[config.mk]
export PLATFORM = sky130hd
export DESIGN_NAME = axi_burst_reader
export DESIGN_NICKNAME = d
export VERILOG_FILES = /design/src/rtl/axi_burst_reader.sv
export SDC_FILE = /design/constraint.sdc
export NUM_CORES = 1
export LEC_CHECK = 0
export ABC_AREA = 1
export BUFFER_PORTS_ARGS = -buffer_cell sky130_fd_sc_hd__clkbuf_2
export CAP_MARGIN = 10
export CORE_MARGIN = 1.5
export CORE_UTILIZATION = 59
export CTS_CLUSTER_SIZE = 20
export DETAILED_ROUTE_END_ITERATION = 6
export GPL_TIMING_DRIVEN = 1
export PLACE_DENSITY = 0.86
export SYNTH_ARGS = -nofsm -noshare
export SYNTH_HDL_FRONTEND = slang
export SYNTH_SLANG_ARGS = --single-unit
export TNS_END_PERCENT = 10
[constraint.sdc]
create_clock -name CLK -period 7.2 [get_ports CLK]
set_input_delay 1.44 -clock CLK [delete_from_list [all_inputs] [get_ports CLK]]
set_output_delay 1.44 -clock CLK [all_outputs]
set_load 0.02 [all_outputs]
[src/rtl/axi_burst_reader.sv]
// rtl/axi_burst_reader.sv - AXI4 read master splitting MMU requests into 4 KiB-safe INCR bursts
//
// Purpose: accepts one (address, beat count) request, issues one INCR burst, or two
// when the request would cross a 4 KiB page, and streams the returned words out.
// Ports:
//   CLK, RST                 clock, asynchronous active-high reset
//   RDEN, RADDR, RLEN        request strobe, byte address, beat count (1..256)
//   BUSY                     request in progress
//   DVALID, DDATA, DLAST     returned word stream; DLAST marks the final word
//   DERR                     with DLAST: some beat returned an error response
//   M_AXI_AR*                AXI read address channel (master side)
//   M_AXI_R*                 AXI read data channel (master side)
module axi_burst_reader #(
  parameter int C_AXI_DATA_WIDTH = 32,
  parameter int C_OFFSET_WIDTH   = 32
) (
  input  logic                        CLK,
  input  logic                        RST,
  input  logic                        RDEN,
  input  logic [C_OFFSET_WIDTH-1:0]   RADDR,
  input  logic [8:0]                  RLEN,
  output logic                        BUSY,
  output logic                        DVALID,
  output logic [C_AXI_DATA_WIDTH-1:0] DDATA,
  output logic                        DLAST,
  output logic                        DERR,
  output logic [C_OFFSET_WIDTH-1:0]   M_AXI_ARADDR,
  output logic [7:0]                  M_AXI_ARLEN,
  output logic [2:0]                  M_AXI_ARSIZE,
  output logic [1:0]                  M_AXI_ARBURST,
  output logic                        M_AXI_ARVALID,
  input  logic                        M_AXI_ARREADY,
  input  logic [C_AXI_DATA_WIDTH-1:0] M_AXI_RDATA,
  input  logic [1:0]                  M_AXI_RRESP,
  input  logic                        M_AXI_RLAST,
  input  logic                        M_AXI_RVALID,
  output logic                        M_AXI_RREADY
);

  typedef enum logic [1:0] {S_IDLE, S_AR, S_R} state_t;

  state_t                      r_state;
  logic [C_OFFSET_WIDTH-1:0]   r_addr;
  logic [8:0]                  r_remaining;
  logic                        r_err;

  logic [9:0]                  w_src_word;
  logic [8:0]                  w_src_rem;
  logic [10:0]                 w_room;
  logic [7:0]                  w_arlen;
  logic [8:0]                  w_beats;
  logic                        w_unused;

  assign M_AXI_ARSIZE  = 3'b010;
  assign M_AXI_ARBURST = 2'b01;

  // The burst length is computed from the incoming request while idle (so ARLEN is
  // ready on the acceptance edge) and from the remaining state for the second half.
  assign w_src_word = (r_state == S_IDLE) ? RADDR[11:2] : r_addr[11:2];
  assign w_src_rem  = (r_state == S_IDLE) ? RLEN : r_remaining;
  // Words left before the next 4 KiB boundary (1..1024).
  assign w_room     = 11'd1024 - {1'b0, w_src_word};
  // When room wins it is below remaining (<=256), so its low 8 bits hold the value;
  // remaining=256 gives 8'h00-1 = 8'hFF, which is the correct ARLEN.
  assign w_arlen    = ({2'b00, w_src_rem} <= w_room) ? (w_src_rem[7:0] - 8'd1)
                                                     : (w_room[7:0] - 8'd1);
  assign w_beats    = {1'b0, M_AXI_ARLEN} + 9'd1;

  // Byte offset within a word and the RRESP OKAY/EXOKAY bit carry no information here.
  assign w_unused   = ^{RADDR[1:0], M_AXI_RRESP[0]};

  always_ff @(posedge CLK or posedge RST) begin
    if (RST) begin
      r_state       <= S_IDLE;
      r_addr        <= '0;
      r_remaining   <= '0;
      r_err         <= 1'b0;
      BUSY          <= 1'b0;
      DVALID        <= 1'b0;
      DDATA         <= '0;
      DLAST         <= 1'b0;
      DERR          <= 1'b0;
      M_AXI_ARADDR  <= '0;
      M_AXI_ARLEN   <= '0;
      M_AXI_ARVALID <= 1'b0;
      M_AXI_RREADY  <= 1'b0;
    end else begin
      DVALID <= 1'b0;
      DLAST  <= 1'b0;
      DERR   <= 1'b0;
      case (r_state)
        S_IDLE: begin
          if (RDEN && (RLEN != 9'd0)) begin
            r_addr        <= {RADDR[C_OFFSET_WIDTH-1:2], 2'b00};
            r_remaining   <= RLEN;
            r_err         <= 1'b0;
            BUSY          <= 1'b1;
            M_AXI_ARVALID <= 1'b1;
            M_AXI_ARADDR  <= {RADDR[C_OFFSET_WIDTH-1:2], 2'b00};
            M_AXI_ARLEN   <= w_arlen;
            r_state       <= S_AR;
          end
        end
        S_AR: begin
          if (M_AXI_ARREADY) begin
            M_AXI_ARVALID <= 1'b0;
            r_remaining   <= r_remaining - w_beats;
            r_addr        <= r_addr + {{(C_OFFSET_WIDTH-11){1'b0}}, w_beats, 2'b00};
            M_AXI_RREADY  <= 1'b1;
            r_state       <= S_R;
          end
        end
        S_R: begin
          if (M_AXI_RVALID) begin
            DVALID <= 1'b1;
            DDATA  <= M_AXI_RDATA;
            r_err  <= r_err | M_AXI_RRESP[1];
            if (M_AXI_RLAST) begin
              M_AXI_RREADY <= 1'b0;
              if (r_remaining != 9'd0) begin
                // Second half starts at the page boundary r_addr now points to.
                M_AXI_ARVALID <= 1'b1;
                M_AXI_ARADDR  <= r_addr;
                M_AXI_ARLEN   <= w_arlen;
                r_state       <= S_AR;
              end else begin
                DLAST   <= 1'b1;
                DERR    <= r_err | M_AXI_RRESP[1];
                BUSY    <= 1'b0;
                r_state <= S_IDLE;
              end
            end
          end
        end
        default: r_state <= S_IDLE;
      endcase
    end
  end

endmodule

# Word level (Yosys, flattened, before mapping)
# Index checks and enable logic that the tools add are counted.
[word_totals]
reg_bits = 122
latchBits = 0
ram_bits = 0
mem_bits_ro = 0
in_bits = 81
mem_count = 0
[op_classes]
n_addsub = 6
n_mul = 0
div_mod_pow = 0
n_lt_le_gt_ge = 1
eq_ne = 8
shift = 0
mux = 51
bitwise_logic = 1
n_reduce_logical = 16
[ops]
columns = ["cell", "count"]
rows = [
  ["$mux W32", 5],
  ["$pmux W32 S2", 2],
  ["$mux W8", 5],
  ["$add A32 B11 Y32", 1],
  ["$mux W9", 3],
  ["$mux W1", 24],
  ["$pmux W9 S2", 1],
  ["$reduce_bool A9 Y1", 2],
  ["$pmux W8 S2", 1],
  ["$sub A8 B1 Y8 const B", 2],
  ["$le A9 B11 Y1", 1],
  ["$sub A11 B10 Y11 const A", 1],
  ["$mux W10", 1],
  ["$ne A2 B2 Y1 const B", 5],
  ["$reduce_and A5 Y1", 2],
  ["$add A8 B1 Y9 const B", 1],
  ["$sub A9 B9 Y9", 1],
  ["$mux W2", 4],
  ["$reduce_and A4 Y1", 2],
  ["$pmux W1 S2", 3],
  ["$pmux W2 S3", 1],
  ["$reduce_and A3 Y1", 2],
  ["$reduce_and A6 Y1", 1],
  ["$reduce_bool A2 Y1", 3],
  ["other kinds (9)", 9],
]

# Logic depth before layout (Yosys ltp)
# Gate-level depths: netlist of run 1.
[depth]
ltp_word = 9
mapped_depth = 27
mapped_depth_nobuf = 27

# Least setup slack after synthesis of run 1
# OpenSTA, ideal clock, no wires.
[synth_path]
path_kind = "in2reg"
from = "input port RADDR[5]"
to = "register M_AXI_ARLEN[6]"
setup_ns = 0.117
arrival_ns = 3.868
path_slack_ns = 3.215
stages = 20
n_path_buf = 0
path_cell_list = "inv_1 -> nand2_1 -> o21ai_1 -> nand2_1 -> nor3_2 -> nand2_1 -> xor2_1 -> ha_1 -> nand4_1 -> nor3_4 -> nand4_4 -> nand2_4 -> nand2_1 -> nand2_2 -> ha_1 -> nand2_1 -> nor2_2 -> nand3_1 -> nand3_1 -> nand2_1"
[synth_via]
elab_chain_len = 8
[synth_lines]
columns = ["item", "line", "text"]
rows = [
  ["from (decl)", "20", "input logic [C_OFFSET_WIDTH-1:0] RADDR,"],
  ["$mux W10 (*)", "59", "assign w_src_word = (r_state == S_IDLE) ? RADDR[11:2] : r_addr[11:2];"],
  ["$sub A11 B10 Y11 (*)", "62", "assign w_room = 11'd1024 - {1'b0, w_src_word};"],
  ["$le A9 B11 Y1 or $sub A8 B1 Y8 (tied branches)", "65, 66", ""],
  ["$mux W8 (*)", "65", "assign w_arlen = ({2'b00, w_src_rem} <= w_room) ? (w_src_rem[7:0] - 8'd1)"],
  ["$mux W8", "120", "if (r_remaining != 9'd0) begin"],
  ["$mux W8", "118", "if (M_AXI_RLAST) begin"],
  ["$mux W8", "114", "if (M_AXI_RVALID) begin"],
  ["$pmux W8 S2 (*)", "91", "case (r_state)"],
  ["to (signal assigned)", "100", "M_AXI_ARLEN <= w_arlen;"],
  ["to (signal assigned)", "124", "M_AXI_ARLEN <= w_arlen;"],
  ["to (decl)", "28", "output logic [7:0] M_AXI_ARLEN,"],
]
# Every way passes the cells marked *; elsewhere a longest branch is shown, timed or not. The select of a mux whose other input is x is not followed.
# A chain may end at the register's enable or synchronous reset.

# Worst setup path in the final report of run 1
[layout_path]
from = "input port RADDR[2]"
to = "register M_AXI_ARLEN[6]"
# The elaborated chain is that of the path after synthesis.

==> results of run 1 <==
-- synth_stat cells (2+ instances only) --
| cell | n | share of area (%) |
|---|---|---|
| dfrtp_1 | 118 | 41 |
| nand2_2 | 9 | 0.78 |
| a21oi_1 | 32 | 2.2 |
| ha_1 | 27 | 4.7 |
| buf_4 | 7 | 0.73 |
| inv_2 | 4 | 0.21 |
| o211ai_1 | 8 | 0.83 |
| o21bai_1 | 4 | 0.42 |
| nand4_1 | 9 | 0.78 |
| nor4_1 | 7 | 0.61 |
| o21a_1 | 2 | 0.21 |
| inv_1 | 100 | 5.2 |
| nor2_4 | 2 | 0.31 |
| clkinv_1 | 2 | 0.10 |
| or2_2 | 6 | 0.52 |
| o22ai_1 | 8 | 0.69 |
| fa_1 | 2 | 0.55 |
| a31oi_1 | 33 | 2.9 |
| o21ai_0 | 75 | 5.2 |
| o21ai_1 | 7 | 0.48 |
| nand3_1 | 40 | 2.8 |
| xnor2_1 | 3 | 0.36 |
| nor3_1 | 11 | 0.76 |
| conb_1 | 2 | 0.10 |
| nor2_2 | 3 | 0.26 |
| buf_6 | 2 | 0.31 |
| xor2_1 | 24 | 2.9 |
| buf_2 | 2 | 0.14 |
| nor2_1 | 92 | 4.8 |
| buf_1 | 5 | 0.26 |
| o221ai_1 | 3 | 0.36 |
| nand2_1 | 297 | 15 |
| clkbuf_1 | 28 | 1.5 |
-- per-layer routing --
metal,vias to the layer above,share of wire (%),wire [µm]
met5,-,0,0
met4,0,2.4,444
met3,38,6.5,1210
met2,259,49,9060
met1,3263,43,7950
li1,3489,-,-
-- worst register-to-register path: stages (launching register included) --
cell      delay, ps
dfrtp_1         410
nand3_1         140
nor2_1          210
nand2_1         120
xor2_1          340
inv_1            80
ha_1            320
inv_1            70
o21bai_1        120
a21oi_1          80
o21ai_0         220
nand2_1         100
a21oi_1         180
nand2_1         100
nor2_1          170
nand2_1         140
nor3_1          330
nand3_1         260
nor2_1          230
nand2_1          80
nand2_1          60
nand3_1          60
nand2_1          80
nand2_1          40
-- sequential cells by signal, indices dropped and copies added, names as in the netlist --
name	count
BUSY	1
DDATA	32
DERR	1
DLAST	1
DVALID	1
M_AXI_ARADDR	30
M_AXI_ARLEN	8
M_AXI_ARVALID	1
M_AXI_RREADY	1
r_addr	30
r_err	1
r_remaining	9
r_state	2
-- cell families after synthesis --
family | count (synthesis)
flip-flops | 118
adder cells (fa/ha/maj) | 29
AO/OA/AOI/OAI | 177
other | 2
XOR/XNOR | 27
AND/OR/NAND/NOR | 484
buffers and inverters | 150
-- stage by stage --
stage	setup WS [ps]	util [%]	total power [W]	instances	hold slack (ps)
after floorplan	2630	-	0.00353	992	454
after detailed placement	2720	67.4	0.00429	1256	464
after global placement	2760	67.4	0.00418	1256	461
final	3100	72.5	0.00520	1288	475
after global routing	2690	72.5	0.00568	1288	496
after CTS	3130	72.5	0.00519	1288	480
-- where the power goes --
part           leakage [nW]  switching, W  internal (W)
Combinational          2.83       0.00202       0.00104
Sequential             1.41      0.000279      0.000999
Clock                 0.290      0.000306      0.000562
Total                  4.53       0.00260       0.00260
-- final cells by class --
type / instances / share of cell area [%]
Sequential cell: 118 / 34.0
Clock buffer: 21 / 5.31
Inverter: 106 / 4.62
Multi-Input combinational cell: 724 / 42.7
Timing Repair Buffer: 161 / 9.52
Clock inverter: 11 / 1.72
Tap cell: 147 / 2.12
-- worst min path at each step --
| stage | slack (ps) | start | to | cells past startpoint |
|---|---|---|---|---|
| CTS | 480 | DDATA[29] | DDATA[29] | 2 |
| finish | 480 | DDATA[3] | DDATA[3] | 2 |
| floorplan | 450 | r_err | r_err | 2 |
| global route | 500 | DDATA[30] | DDATA[30] | 2 |
| detailed placement | 460 | DDATA[9] | DDATA[9] | 2 |
| global placement | 460 | DDATA[20] | DDATA[20] | 2 |
==> flow_summary.ini, run 1 <==
[outcome]
outcome = finished clean

[worst_setup_path]
critPathBufInv = 3
cp.arrival_ps = 4420
worst_setup_path_end_kind = flip-flop
cpMaxStageDelayCell = ha_1
start_kind = input pin
r2r-end = r_addr[28]
r2r_cells = 23
reg2reg_setup_slack_ps = 3130
worstPathRequired_ps = 7510
path_depth = 26
crit_path_end = M_AXI_ARLEN[6]
r2r-start = M_AXI_ARLEN[2]
path_max_fanout = 9
critPathTopFamily = simple AND/OR/NAND/NOR gates
crit_path_start = RADDR[2]
cpPeakStageDelay_ps = 300
crit_path_frequent_cell = nand2_1
crit_type = input pin to flip-flop

[sta]
finalWorstPathRequiredPeriod_ps = 4100
drv_slew = 0
setup_viol = 0
skew_ps = 5.89
max_freq_mhz = 244
finalCritPeriodShare_pct = 57.0
relSlewSlack_pct = 23.3
final_hold_viol_count = 0
fin_setup_tns_ps = 0
tightest_slew_ps = 1150
rsz0062_at_grt = no

[global_routing]
grt_util_met1_pct = 38.7
grt_pass1_vias = 6520
grt_pass1_wl_um = 30700
grt_antenna_before_repair = 0
grt_max_degree = 74
grt-ovfl-total = 0
busiest_layer = met2
met2_usage_pct = 48.2
track_usage_pct = 29.8
grtUsageMet3_pct = 7.39

[clocking]
root_buffer = clkbuf_16
cts_num_sinks = 118
cts_buffer_depth = 2
ctsHoldBuffers = 0
clkSlewWorstSetupHoldPaths_ps = 60
cts_setup_buffers = 0
h-tree-depth = 4
postCtsResizedCells = 0
cts_buffers = 17
cts_tree = done
clkLatencyLatePin_ps = 420

[floorplanning]
die_w_um = 114
core-area_um2 = 12000
die_h_um = 114
start_util_pct = 60.5
core.rowCount = 40
io_pins = 164
die-area_um2 = 12900

[detailed_routing]
drc = 0
ant_nets = 0
vias_per_cell = 5.47
drt-pass1-iter-count = 7
route.final.wire_length_um = 18700
drtIter0Drc = 535
via_count = 7049
wl_per_cell_um = 14.5

[synthesis]
synth_edf_count = 0
synth.area.mux_share_pct = 0
seq_area_frac_synth_pct = 40.8
ys_async_sr_fraction_pct = 100
synthCells = 987
synthXorXnorAreaFrac_pct = 3.27
syn_avg_cell_area_um2 = 7.33
synth_ff_type = dfrtp_1
synth-simple-area-share_pct = 28.4
synthDistinctLibCells = 46
synth-seq-cells = 118
netlist_area_um2 = 7230
synth_compound_area_share_pct = 13.8
synth_warnings = 0
synthAdderAreaFrac_pct = 5.22
synth_top_family_by_area = simple AND/OR/NAND/NOR gates

[layout]
final_area_um2 = 8670
multiInputGateArea_um2 = 3700
area_growth_pct = 19.9
antenna_cells = 0
regArea_um2 = 2950
drive_above_1_share_pct = 19.7
final_cell_mix = nand2_1 (297), clkbuf_2 (153), dfrtp_1 (118)
layout_commonest_cell = nand2_1
nets = 1238
fillers = 979

[place]
io_buffers = 153
dpl_cell_area_um2 = 8060
gp_congestion = 0.928
hpwl_um = 13100

[pwr]
power_leakage_nw = 4.53
powerDensity_nw_per_um2 = 600
ir_drop_mv = 0.256

[min_path]
min_path_type = flip-flop to flip-flop

[flow_run]
maxCapViolCount = 0
No activity file was read; power rests on OpenSTA's default activity.
==> run 2, diff against run 1 <==
--- a/config.mk
+++ b/config.mk
@@ -9,11 +9,11 @@
 export BUFFER_PORTS_ARGS = -buffer_cell sky130_fd_sc_hd__clkbuf_2
 export CAP_MARGIN = 10
 export CORE_MARGIN = 1.5
-export CORE_UTILIZATION = 59
+export CORE_UTILIZATION = 55
 export CTS_CLUSTER_SIZE = 20
 export DETAILED_ROUTE_END_ITERATION = 6
 export GPL_TIMING_DRIVEN = 1
-export PLACE_DENSITY = 0.86
+export PLACE_DENSITY = 0.81
 export SYNTH_ARGS = -nofsm -noshare
 export SYNTH_HDL_FRONTEND = slang
 export SYNTH_SLANG_ARGS = --single-unit
==> constraint.sdc (replaced) <==
create_clock -name CLK -period 4.2 [get_ports CLK]
set_input_delay 0.84 -clock CLK [delete_from_list [all_inputs] [get_ports CLK]]
set_output_delay 0.84 -clock CLK [all_outputs]
set_load 0.02 [all_outputs]
==> run 2 against run 1 <==
Against the previous run:
- hold slack improved by 2.6 ps
- clock power rose by 71%
- critical path depth fell by 2
- register-to-register slack got worse by 2700 ps
- critical endpoint unchanged
==> flow_summary.ini, run 2 (same netlist as run 1, synthesis figures left out) <==
[clocking]
ctsHoldBuffers = 0
cts_num_sinks = 118
h-tree-depth = 4
cts_tree = done
cts_buffers = 17
root_buffer = clkbuf_16
cts_buffer_depth = 2
clkSlewWorstSetupHoldPaths_ps = 60
clkLatencyLatePin_ps = 420

[pwr]
switching_power_w = 0.00452
powerDensity_nw_per_um2 = 1020
ir_drop_mv = 0.478
power.internal_w = 0.00443
power_leakage_nw = 4.56
p_sw_share_pct = 50.5
seq_power_share_pct = 24.3
p_comb_share_pct = 59.2
pwr-share-clk_pct = 16.5

[flow_run]
maxCapViolCount = 0

[layout]
final_cells = 1319
largest_reg_flops = 32
largest_register = DDATA
area_growth_pct = 21.6
nets = 1244
reg.largest.list = DDATA (32), M_AXI_ARADDR (30), r_addr (30)
drive_above_1_share_pct = 21.0
layout_commonest_cell = nand2_1
final_area_um2 = 8790
antenna_cells = 0
final_cell_mix = nand2_1 (297), clkbuf_2 (153), dfrtp_1 (117)

[sta]
max_freq_mhz = 266
relSlewSlack_pct = 35.3
skew_ps = 11.9
finalWorstPathRequiredPeriod_ps = 3760
setup_viol = 0
tightest_slew_ps = 970
setup_ws_ps = 440
fin_setup_tns_ps = 0
drv_slew = 0
rsz0062_at_grt = no
final_hold_viol_count = 0
finalCritPeriodShare_pct = 89.5

[place]
io_buffers = 153
gp_congestion = 0.904
pre_cts_ws_ps = 295
dp_cells = 1286
hpwl_um = 13100
dpl_cell_area_um2 = 8150

[detailed_routing]
route.final.wire_length_um = 18700
wl_per_cell_um = 14.2
drtIter0Drc = 408
drt-pass1-iter-count = 5
drc = 0
ant_nets = 0
vias_per_cell = 5.33
via_count = 7035

[floorplanning]
die_w_um = 118
core.rowCount = 41
io_pins = 164
core-area_um2 = 12700
start_util_pct = 56.8
die_h_um = 118
die-area_um2 = 13800

[worst_setup_path]
crit_type = flip-flop to flip-flop
crit_path_frequent_cell = nand2_1
worst_setup_path_end_kind = flip-flop
cpPeakStageDelay_ps = 440
cpMaxStageDelayCell = dfrtp_1
worstPathRequired_ps = 4500
cp.arrival_ps = 4060
path_cells = buf_4 > inv_2 > nand2_2 > nand2_1 > nand2_2 > ha_1 > inv_1 > nor2_1 > nand3_1 > o21ai_0 > nand2_1 > ha_1 > nand2_1 > nor3_4 > nand4_4 > nand2_4 > nand2_1 > nand2_2 > ha_1 > nand2_1 > nor2_2 > nand3_1 > nand3_1 > nand2_1
start_kind = flip-flop
path_max_fanout = 9

[min_path]
min_path_type = flip-flop to flip-flop

[global_routing]
grt_antenna_before_repair = 0
grt_max_degree = 72
grt-ovfl-total = 0
track_usage_pct = 27.7
grt_pass1_vias = 6605
grt_pass1_wl_um = 31200

[outcome]
outcome = finished clean
run 2: changes by cell type in the layout (fill, tap and decap cells not counted), sizes merged:
cell,change
buf,+5
bufinv,-1
clkbuf,-2
clkinvlp,+2
inv,+1
nor2,+1
run 2: worst max-delay path, delay by kind of cell, from the launching register on:
family,cells,cell delay [ps]
flip-flops,1,440
AO/OA/AOI/OAI,1,170
AND/OR/NAND/NOR,17,2070
adder cells (fa/ha/maj),3,630
buffers and inverters,3,310
run 2: stage by stage:
step | total power (W) | hold slack, ps | utilization, %
after global routing | 0.00979 | 497 | 69.1
after floorplan | 0.00606 | 454 | -
after CTS | 0.00894 | 480 | 68.8
after detailed placement | 0.00741 | 464 | 64.0
final | 0.00895 | 478 | 69.1
after global placement | 0.00722 | 461 | 64.0
run 2: worst paths after layout:
path,from,end,slack [ps],cells past startpoint
max reg2reg,r_state[0],M_AXI_ARLEN[6],440,24
max,r_state[0],M_AXI_ARLEN[6],440,24
min reg2reg,DDATA[20],DDATA[20],480,2
min in group asynchronous,RST,DDATA[5],590,2
min,DDATA[20],DDATA[20],480,2
max in group asynchronous,RST,r_state[1],2830,3
run 2: area by class of cell:
class                      count  area (µm²)
sequential                   118        2950
fill                        1112        3930
clock buffer                  19         453
clock inverter                13         149
inverter                     106         400
timing repair buffer         166         876
multi-input combinational    725        3740
tap                          172         215
run 2: what timing repair did:
action | in CTS | in global routing
setup buffers | 0 | 0
setup endpoints to repair | 0 | 6
gates resized for setup | 0 | 7
run 2: power groups by stage:
stage / Clock, W / Combinational [W] / Sequential, W
floorplan: 0 / 0.00356 / 0.00250
global placement: 0 / 0.00507 / 0.00215
detailed placement: 0 / 0.00525 / 0.00216
CTS: 0.00150 / 0.00528 / 0.00216
global route: 0.00155 / 0.00600 / 0.00225
finish: 0.00148 / 0.00530 / 0.00218
run 2: metal layers:
layer  vias to the layer above  wire length, µm  global-route usage [%]
li1                       3494                -                       -
met1                      3247             8070                    35.4
met2                       257             9030                    45.7
met3                        37             1130                    6.40
met4                         0              491                    11.1
met5                         -                0                       0
==> run 3, diff against run 2 <==
--- a/config.mk
+++ b/config.mk
@@ -9,11 +9,12 @@
 export BUFFER_PORTS_ARGS = -buffer_cell sky130_fd_sc_hd__clkbuf_2
 export CAP_MARGIN = 10
 export CORE_MARGIN = 1.5
-export CORE_UTILIZATION = 55
+export CORE_UTILIZATION = 59
 export CTS_CLUSTER_SIZE = 20
 export DETAILED_ROUTE_END_ITERATION = 6
 export GPL_TIMING_DRIVEN = 1
-export PLACE_DENSITY = 0.81
+export PLACE_DENSITY = 0.86
+export SLEW_MARGIN = 25
 export SYNTH_ARGS = -nofsm -noshare
 export SYNTH_HDL_FRONTEND = slang
 export SYNTH_SLANG_ARGS = --single-unit
==> constraint.sdc (replaced) <==
create_clock -name CLK -period 4.5 [get_ports CLK]
set_input_delay 0.9 -clock CLK [delete_from_list [all_inputs] [get_ports CLK]]
set_output_delay 0.9 -clock CLK [all_outputs]
set_load 0.02 [all_outputs]
==> run 3 against run 2 <==
Against the previous run:
- count of clock-buffer cells in the layout increased by 2
- non-clock buffer count shrank 1
- wire length decreased by 2.1%
- largest power group unchanged
- via count is 0.33% higher
- sequential power fell by 6%
- utilization is 3.6 points higher
- die area shrank 6.6%
- total power fell by 7.3%
==> flow_summary.ini, run 3 (same netlist as run 1, synthesis figures left out) <==
[clocking]
cts_setup_buffers = 0
clkLatencyLatePin_ps = 420
h-tree-depth = 4
root_buffer = clkbuf_16
postCtsResizedCells = 0
cts_buffer_depth = 2
cts_num_sinks = 118
clkSlewWorstSetupHoldPaths_ps = 50
ctsHoldBuffers = 0
cts_tree = done
cts_buffers = 17

[global_routing]
grt-ovfl-total = 0
grt_util_met1_pct = 38.6
grt_pass1_wl_um = 30600
grt_antenna_before_repair = 0
grt_max_degree = 76
grtUsageMet3_pct = 6.91
busiest_layer = met2
grt_pass1_vias = 6554
met2_usage_pct = 48.8
track_usage_pct = 29.8

[min_path]
hold_start = DDATA[0]
whs_path_depth = 2
min_path_type = flip-flop to flip-flop
holdPathEnd = DDATA[0]

[layout]
drive_above_1_share_pct = 19.9
largest_reg_flops = 32
final_cell_mix = nand2_1 (297), clkbuf_2 (153), dfrtp_1 (118)
layout_commonest_cell = nand2_1
area_growth_pct = 20.2
nets = 1242
reg.largest.list = DDATA (32), M_AXI_ARADDR (30), r_addr (30)
antenna_cells = 0
largest_register = DDATA

[worst_setup_path]
cpPeakStageDelay_ps = 420
cpMaxStageDelayCell = dfrtp_1
critPathTopFamily = simple AND/OR/NAND/NOR gates
path_cells = nand3_1 > nor2_1 > nand2_1 > xor2_1 > inv_1 > ha_1 > inv_1 > o21bai_1 > a21oi_1 > o21ai_0 > nand2_1 > a21oi_1 > nand2_1 > nor2_1 > nand2_1 > nor3_1 > nand3_1 > nor2_1 > nand2_1 > nand2_1 > nand3_1 > nand2_1 > nand2_1
path_max_fanout = 6
crit_type = flip-flop to flip-flop
crit_path_start = M_AXI_ARLEN[2]
cp.arrival_ps = 4240
start_kind = flip-flop
critPathBufInv = 2
crit_path_frequent_cell = nand2_1
r2r_cells = 23
r2r-end = r_addr[28]
r2r-start = M_AXI_ARLEN[2]
worstPathRequired_ps = 4810
reg2reg_setup_slack_ps = 560
worst_setup_path_end_kind = flip-flop

[place]
io_buffers = 153
gp_congestion = 0.889
hpwl_um = 13000

[floorplanning]
die_h_um = 114
start_util_pct = 60.5
die-area_um2 = 12900
io_pins = 164
core-area_um2 = 12000
core.rowCount = 40
die_w_um = 114

[sta]
finalCritPeriodShare_pct = 87.5
drv_slew = 0
final_hold_viol_count = 0
finalWorstPathRequiredPeriod_ps = 3940
hold_slack_ps = 478
setup_viol = 0
relSlewSlack_pct = 39.3
rsz0062_at_grt = no
skew_ps = 7.41
tightest_slew_ps = 910
fin_setup_tns_ps = 0
max_freq_mhz = 254

[pwr]
powerDensity_nw_per_um2 = 955
power_leakage_nw = 4.56
ir_drop_mv = 0.467

[detailed_routing]
drt-pass1-iter-count = 5
wl_per_cell_um = 14.2
ant_nets = 0
vias_per_cell = 5.47
via_count = 7058
drtIter0Drc = 493
route.final.wire_length_um = 18300
drc = 0

[flow_run]
maxCapViolCount = 0

[outcome]
outcome = finished clean
-- run 3: changes by cell type in the layout (fill, tap and decap cells not counted), sizes merged --
cell / before / now
clkinv: 6 / 8
bufinv: 2 / 3
clkbuf: 172 / 174
nor2: 98 / 97
clkinvlp: 5 / 0
buf: 13 / 12
inv: 106 / 104
-- run 3: cell type report --
cell class              count  area [µm²]
inverters                 106         400
fillers                   931        3270
multi-input cells         724        3700
repair buffers            165         868
clock buffers              21         460
flip-flops and latches    118        2950
clock inverters             9         128
well taps                 147         184
-- run 3: layer usage --
layer | vias to the layer above | wire, µm | part of all wire [%]
met5 | - | 0 | 0
met3 | 39 | 1090 | 6.0
li1 | 3485 | - | -
met1 | 3275 | 7760 | 42
met2 | 259 | 9050 | 49
met4 | 0 | 433 | 2.4
-- run 3: stage by stage --
step,instances,utilization (%),setup slack (ps),total power [W],instance area [µm²]
finish,1290,72.7,563,0.00830,8690
global route,1290,72.7,29.2,0.00908,8690
CTS,1290,72.7,627,0.00829,8690
detailed placement,1260,67.8,570,0.00688,8110
global placement,1260,67.8,607,0.00673,8110
floorplan,992,-,471,0.00565,7250
-- run 3: worst register-to-register path: cells and delay by family, from the launching register on --
kind / cells / cell delay, ps
buffers and inverters: 2 / 150
adders and majority gates: 1 / 320
DFF: 1 / 420
xor gates and xnor gates: 1 / 310
AOI/OAI and AO/OA: 4 / 600
and+or+nand+nor: 15 / 2020
-- run 3: worst max-delay path by stage --
stage          slack (ps)  cells past startpoint        endpoint
6_report              560                     23      r_addr[28]
5_1_grt                30                     23      r_addr[28]
4_1_cts               630                     21      r_addr[28]
3_5_place_dp          570                     21  M_AXI_ARLEN[6]
3_3_place_gp          610                     21  M_AXI_ARLEN[6]
2_1_floorplan         470                      1            BUSY
-- run 3: power by group --
| group | switching [W] | internal (W) | total, W |
|---|---|---|---|
| clock | 0.000473 | 0.000890 | 0.00136 |
| sequential | 0.000440 | 0.00160 | 0.00204 |
| combinational | 0.00322 | 0.00168 | 0.00490 |
| total | 0.00413 | 0.00417 | 0.00830 |
